**config.mk**
```make
export PLATFORM = sky130hd
export DESIGN_NAME = config_frame_writer
export DESIGN_NICKNAME = d
export VERILOG_FILES = /design/src/rtl/config_frame_writer.sv
export SDC_FILE = /design/constraint.sdc
export NUM_CORES = 1
export LEC_CHECK = 0
export ABC_AREA = 1
export CORE_UTILIZATION = 45
export CTS_CLUSTER_SIZE = 10
export DETAILED_ROUTE_END_ITERATION = 10
export GPL_TIMING_DRIVEN = 0
export PLACE_DENSITY = 0.76
export REMOVE_ABC_BUFFERS = 1
export SKIP_CTS_REPAIR_TIMING = 1
export SYNTH_ARGS = -nofsm -noshare
export SYNTH_HDL_FRONTEND = slang
export SYNTH_SLANG_ARGS = --single-unit
```
**constraint.sdc**
```tcl
create_clock -name UserCLK -period 2.4 [get_ports UserCLK]
set_input_delay 0.24 -clock UserCLK [delete_from_list [all_inputs] [get_ports UserCLK]]
set_output_delay 0.24 -clock UserCLK [all_outputs]
set_load 0.01 [all_outputs]
```
**src/rtl/config_frame_writer.sv**
```systemverilog
// Column configuration frame writer: hunts for sync, decodes frame-write headers,
// assembles NumberOfRows words into FrameData and pulses the one-hot FrameStrobe.
// Optional FRAME_CHECKSUM_EN adds a CHECK state that verifies a running-XOR word.
module config_frame_writer #(
    parameter int MaxFramesPerCol = 20,
    parameter int FrameBitsPerRow = 32,
    parameter int NumberOfRows    = 8
) (
    input  logic                                    UserCLK,
    input  logic                                    Reset,
    input  logic [FrameBitsPerRow-1:0]              WriteData,
    input  logic                                    WriteValid,
    output logic                                    WriteReady,
    output logic [FrameBitsPerRow*NumberOfRows-1:0] FrameData,
    output logic [MaxFramesPerCol-1:0]              FrameStrobe,
    output logic                                    ConfigBusy,
    output logic                                    ConfigError,
    output logic [15:0]                             FrameCount
);
    // state    | meaning
    // HUNT     | discard words until the sync word
    // HEADER   | expect frame-write header or desync
    // DATA     | load one word per row, row 0 first
    // CHECK    | compare running XOR (FRAME_CHECKSUM_EN only)
    // STROBE   | one-cycle FrameStrobe pulse, bump FrameCount

    localparam int IDX_W = (MaxFramesPerCol > 1) ? $clog2(MaxFramesPerCol) : 1;
    localparam int ROW_W = (NumberOfRows > 1) ? $clog2(NumberOfRows) : 1;
    localparam logic [FrameBitsPerRow-1:0] SYNC_WORD   = FrameBitsPerRow'(32'hFAB0_FAB1);
    localparam logic [FrameBitsPerRow-1:0] DESYNC_WORD = FrameBitsPerRow'(32'hFAB0_FAB0);
    localparam logic [7:0]                 MAX_IDX     = 8'(MaxFramesPerCol);
    localparam logic [ROW_W-1:0]           LAST_ROW    = ROW_W'(NumberOfRows - 1);
    localparam logic [MaxFramesPerCol-1:0] STROBE_ONE  = MaxFramesPerCol'(1);

    typedef enum logic [2:0] {
        S_HUNT,
        S_HEADER,
        S_DATA,
`ifdef FRAME_CHECKSUM_EN
        S_CHECK,
`endif
        S_STROBE
    } state_t;

    state_t             state;
    logic [ROW_W-1:0]   row;
    logic [IDX_W-1:0]   frame_index;
    logic               xfer;
`ifdef FRAME_CHECKSUM_EN
    logic [FrameBitsPerRow-1:0] checksum;
`endif

    assign WriteReady = (state != S_STROBE);
    assign xfer       = WriteValid && WriteReady;

    always_ff @(posedge UserCLK) begin
        if (Reset) begin
            state       <= S_HUNT;
            row         <= '0;
            frame_index <= '0;
            FrameData   <= '0;
            FrameStrobe <= '0;
            ConfigBusy  <= 1'b0;
            ConfigError <= 1'b0;
            FrameCount  <= '0;
`ifdef FRAME_CHECKSUM_EN
            checksum    <= '0;
`endif
        end else begin
            FrameStrobe <= '0;
            case (state)
                S_HUNT: begin
                    if (xfer && WriteData == SYNC_WORD) begin
                        state      <= S_HEADER;
                        ConfigBusy <= 1'b1;
                    end
                end
                S_HEADER: begin
                    if (xfer) begin
                        if (WriteData == DESYNC_WORD) begin
                            state      <= S_HUNT;
                            ConfigBusy <= 1'b0;
                        end else if (WriteData[FrameBitsPerRow-1 -: 8] == 8'hA5 &&
                                     WriteData[7:0] < MAX_IDX) begin
                            frame_index <= WriteData[IDX_W-1:0];
                            row         <= '0;
                            state       <= S_DATA;
`ifdef FRAME_CHECKSUM_EN
                            checksum    <= WriteData;
`endif
                        end else begin
                            ConfigError <= 1'b1;
                            ConfigBusy  <= 1'b0;
                            state       <= S_HUNT;
                        end
                    end
                end
                S_DATA: begin
                    if (xfer) begin
                        FrameData[int'(row)*FrameBitsPerRow +: FrameBitsPerRow] <= WriteData;
                        row <= row + 1'b1;
`ifdef FRAME_CHECKSUM_EN
                        checksum <= checksum ^ WriteData;
                        if (row == LAST_ROW) state <= S_CHECK;
`else
                        if (row == LAST_ROW) begin
                            state       <= S_STROBE;
                            FrameStrobe <= STROBE_ONE << frame_index;
                        end
`endif
                    end
                end
`ifdef FRAME_CHECKSUM_EN
                S_CHECK: begin
                    if (xfer) begin
                        if (WriteData == checksum) begin
                            state       <= S_STROBE;
                            FrameStrobe <= STROBE_ONE << frame_index;
                        end else begin
                            // bad frame: data stays in FrameData but is never committed
                            ConfigError <= 1'b1;
                            ConfigBusy  <= 1'b0;
                            state       <= S_HUNT;
                        end
                    end
                end
`endif
                S_STROBE: begin
                    FrameCount <= FrameCount + 16'd1;
                    state      <= S_HEADER;
                end
                default: begin
                    state      <= S_HUNT;
                    ConfigBusy <= 1'b0;
                end
            endcase
        end
    end
endmodule
```
* Word level (Yosys, flattened, before mapping)
Index checks and enable logic that the tools add are counted.
** Cells by class
- Bitwise operators :: 6
- Add/sub/neg operators :: 3
- Reduce and logical (&&, ||, !) cells :: 13
- $lt $le $gt $ge :: 1
- Equal/unequal tests :: 15
- Shift operators :: 3
- Multiplexer cells :: 18
** Operator list (number)
- 256-bit bitwise mux :: 1
- 32-bit by 33-bit variable shift with 256-bit output, first input constant :: 1
- 32-bit by 33-bit indexed part select with 256-bit output :: 1
- 32-bit == test, second input constant :: 2
- 8-bit negator with 33-bit output :: 1
- 3-bit two-way mux :: 8
- 1-bit by 5-bit left shift with 20-bit output, first input constant :: 1
- 16-bit by 1-bit adder with 16-bit output, second input constant :: 1
- 4-bit AND reduction :: 4
- 2-bit inequality test, second input constant :: 6
- 3-bit case mux with 4 select lines :: 1
- 8-bit == test, second input constant :: 1
- 8-bit by 5-bit less-than comparator with 1-bit output, second input constant :: 1
- 3-bit by 2-bit == test with 1-bit output, second input constant :: 2
- 1-bit NOT :: 6
- 3-bit case mux with 2 select lines :: 1
- 5-bit AND reduction :: 1
- 1-bit two-way mux :: 4
- 2-bit two-way mux :: 2
- 4-bit OR reduction :: 1
- 3-bit by 1-bit adder with 3-bit output, second input constant :: 1
- 3-bit by 1-bit == test with 1-bit output, second input constant :: 1
- 3-bit == test, second input constant :: 1
- 1-bit logical AND :: 3
- other kinds (7) :: 7
** Storage, ports and cells
- Output and inout port bits :: 295
- Word-level logic and storage cells :: 67
- Input bits :: 35
- Bits in registers :: 305

* Depth between registers and ports, before layout
- Word-level depth :: 6
- Mapped depth :: 13
- Gate-level depth less buffers :: 11

* Worst setup path after synthesis
OpenSTA, ideal clock, no wires.
- Path type :: reg-to-reg
- Start point :: register row[0]
- End point :: register FrameData[150]
- Path buffers :: 3
- Slack :: 0.214 ns
- Required time :: 2.287 ns
- Arrival time :: 2.073 ns
- Setup time :: 0.113 ns
- Stages on the path, launching flop included :: 14
- Clock period less this slack :: 2.186 ns
- Cell sequence :: dfxtp_1 > buf_4 > inv_2 > ha_1 > ha_1 > buf_2 > nand2_1 > inv_2 > nand3_1 > nor3_4 > buf_6 > o21ai_0 > nand2_1 > nor2_1
** On the way
- Word-level cells in the longest chain between the ends :: 3
- Elaborated cells between the ends (all ways) :: 4
- Classes of those cells :: 1 x add/sub; 2 x shift; 1 x mux
** Ends and longest elaborated chain
- start: declaration :: RTL line 46 : logic [ROW_W-1:0] row;
- start signal: assignment :: RTL line 101 : row <= row + 1'b1;
- 8-bit negator with 33-bit output (*) :: RTL line 100 : FrameData[int'(row)*FrameBitsPerRow +: FrameBitsPerRow] <= WriteData;
- 32-bit by 33-bit indexed part select with 256-bit output / 32-bit by 33-bit variable shift with 256-bit output (equally long branches) :: RTL line 100
- 256-bit bitwise mux (*) :: RTL line 100
- end signal: indexed assignment :: RTL line 100
- end: declaration :: RTL line 14 : output logic [FrameBitsPerRow*NumberOfRows-1:0] FrameData,
Mark *: on every way between the ends. The rest lies on a longest branch, timed or not.
A chain may end at the register's enable or synchronous reset.

* Worst setup path in the final report
- Start point :: register row[1]
- End point :: register FrameData[95]
Same word-level chain as after synthesis.

==> reports/summary.txt <==
======================================================================================
Category of the worst setup path capture point ..........................    flip-flop
Worst slack after detailed placement ....................................     -4.09 ns
Power per standard cell area ............................................   611 nW/µm²
Vias after detailed routing .............................................        12.2k
Area taken by flip-flops and latches ....................................     6090 µm²
Maximum VDD drop ........................................................     0.489 mV
Leakage Power ...........................................................   0.00671 µW
Residual DRC count ......................................................            0
Critical path class .....................................................      reg2reg
Largest incremental delay on the critical path ..........................      0.42 ns
Number of max-slew violations in the final report .......................            0
Buffers added on ports ..................................................          329
Latest clock arrival within the worst-skew pair .........................      0.51 ns
Clock Skews .............................................................    0.0172 ns
Crit path buffers/inverters .............................................            2
CP Launch Type ..........................................................    flip-flop
Most prevalent standard cell on the critical path .......................         ha_4
Effective utilization at floorplan ......................................        0.458
Netlist Area Pre-Place ..................................................    11900 µm²
Placeable core area .....................................................    26000 µm²
Async S/R FF share, synth ...............................................            0
Part of the cycle the worst path needs ..................................         1.00
CP Max Fanout ...........................................................           34
Cell breakdown of the critical path ..................................... inv_2, ha_4, ha_4, nand2_1, nor2_4, nand2_8, clkinv_8, o21ai_0, a21oi_1
Die Area ................................................................    27100 µm²
Global-route wire length before repair ..................................      61.1 mm
Total wirelength of the detailed-routed design ..........................      43.0 mm
Top-Level Pins ..........................................................          330
Weighted congestion reported at the end of routability-driven placement .        0.899
Routed wire length per instance .........................................      18.8 µm
Standard cell with the maximum stage delay on the critical path .........      dfxtp_1
Most common cell after layout, fill and taps aside ......................       nor2_1
Fill cell total of the finished layout ..................................         2237
Highest achievable clock rate ...........................................      417 MHz
Data required time at the worst endpoint ................................      2.83 ns
Final critical path time including I/O delays and setup .................      2.40 ns
Gr usage total ..........................................................        0.291
Number of placement rows ................................................           59
Cts bufs inserted .......................................................           37
Cells after synthesis ...................................................         1642
Area occupied by multi-input gates ......................................     5090 µm²
Top library cells by usage in the layout, fill and taps aside ........... nor2_1, clkdlybuf4s50_1, dfxtp_1
Pin count of the biggest net entering global routing ....................          197
Min Hold Slack ..........................................................     0.346 ns
Number of flops mapped to enable cells by yosys .........................            0
Cell class contributing the biggest share of worst-path delay ........... simple AND/OR/NAND/NOR gates
Post-synthesis sequential area ratio ....................................        0.511
TritonCTS clock tree ....................................................          yes
Number of clock sinks ...................................................          304
Final count of negative-setup-slack endpoints ...........................            0
Detailed Routing Iterations Pass 1 ......................................            6
Actual transition at the worst max-transition pin .......................     0.812 ns
Post-Route Setup TNS ....................................................         0 ns
Antenna violations before repair ........................................            2
Yosys warning total .....................................................            0
Run status .............................................................. complete, no violations
Fraction of layout instances using a drive strength above 1 .............       0.0640
CTS clk-pin slew, worst paths ...........................................      0.06 ns
Grt ovf .................................................................            0
Average footprint of a synthesized cell .................................     7.26 µm²
Max transition margin ...................................................        0.457
Chip height .............................................................       165 µm
Number of maximum-capacitance violations ................................            0
Initial drt markers .....................................................         1116
Max clock buf depth .....................................................            3
Type of the tightest min-delay check ....................................       in2reg
Vias in the first global route ..........................................        10.9k
Remaining antenna violation count .......................................            0
Critical Path AT ........................................................      2.83 ns
Die width ...............................................................       165 µm
Most frequently used flop master after synthesis ........................      dfxtp_1
Count of cell types in the netlist ......................................           34
Per-cell via count in the routed design .................................         5.31
Layout-stage area growth over the synthesis result ......................        41.3%
Final worst-path setup slack ............................................  0.000234 ns
Clk Tree Root Cell ......................................................    clkbuf_16
Half-perimeter wire length of the detailed placement result .............      26.5 mm
Final Net Count .........................................................         1986
Hold Fails Final Rpt ....................................................            0
Depth of the CTS H-tree .................................................            2
Count of state elements after synthesis .................................          304
======================================================================================
power by group:
group	switching [µW]	leakage [µW]	internal (µW)	total, µW
Sequential	0.000000289	0.00245	5050	5050
Combinational	147	0.00375	88.0	235
Clock	2020	0.000515	2980	5000
layout make-up:
class,instances,share of cell area
Multi-Input combinational cell,1129,0.303
Tap cell,335,0.0249
Clock inverter,2,0.00104
Inverter,107,0.0275
Timing Repair inverter,2,0.000892
Timing Repair Buffer,363,0.220
Antenna cell,2,0.000297
Clock buffer,45,0.0611
Sequential cell,304,0.362
logic make-up (layout without fill, tap and decap cells):
family	after synthesis	count (layout)	synth area share
and+or+nand+nor	747	749	0.248
adders and majority gates	7	7	0.00735
xor gates and xnor gates	1	1	0.000735
DFF	304	304	0.511
buffers and inverters	211	519	0.0747
AOI/OAI and AO/OA	372	372	0.158
other	0	2	0
layer usage:
metal | GRT usage | up-vias | routed length (µm)
li1 | - | 5838 | -
met1 | 0.381 | 5669 | 18000
met2 | 0.453 | 550 | 19700
met3 | 0.0761 | 98 | 3750
met4 | 0.124 | 2 | 1580
met5 | 0 | - | 12
path summary, 6_finish.rpt:
path | startpoint | end | slack, ns | cells after the start
worst max-delay path | row[1] | FrameData[95] | 0.0002 | 9
worst min-delay path | WriteData[14] | FrameData[14] | 0.35 | 3
worst max register to register | row[1] | FrameData[95] | 0.0002 | 9
worst min register to register | ConfigBusy | ConfigBusy | 0.45 | 2
sequential cells by signal (all words and copies together), names as in the netlist:
register     count
FrameCount      16
frame_index      5
state            2
FrameData      256
ConfigError      1
FrameStrobe     20
row              3
ConfigBusy       1
through the flow:
stage	std cells	cell area (µm²)	utilization	total power, µW
after floorplan	1538	11400	-	5280
after global placement	2202	15100	0.583	5410
after detailed placement	2207	15300	0.588	5390
after CTS	2254	16300	0.628	10300
after global routing	2288	16800	0.648	10600
final	2289	16800	0.648	10300
worst register-to-register path, delay by kind of cell, from the launching register on:
kind,cells,cell delay [ns]
DFF,1,0.42
adders and majority gates,2,0.51
buffers and inverters,2,0.35
and+or+nand+nor,3,0.65
AOI/OAI and AO/OA,2,0.37
Yosys cell counts, types with 3 or more instances:
master / number / area share
a21oi_1: 90 / 0.038
ha_1: 7 / 0.0074
inv_1: 93 / 0.029
o21ai_0: 252 / 0.11
nand3_1: 30 / 0.013
inv_2: 12 / 0.0038
buf_1: 5 / 0.0016
clkbuf_1: 67 / 0.021
nand4_1: 7 / 0.0037
o21ai_1: 23 / 0.0097
buf_6: 6 / 0.0057
dfxtp_1: 304 / 0.51
nor2_1: 568 / 0.18
a21oi_2: 3 / 0.0022
buf_2: 19 / 0.0080
nor3_1: 10 / 0.0042
nor3_2: 3 / 0.0025
nand2_1: 118 / 0.037
buf_4: 7 / 0.0044
Note: power is estimated with default switching activity, not from simulation.
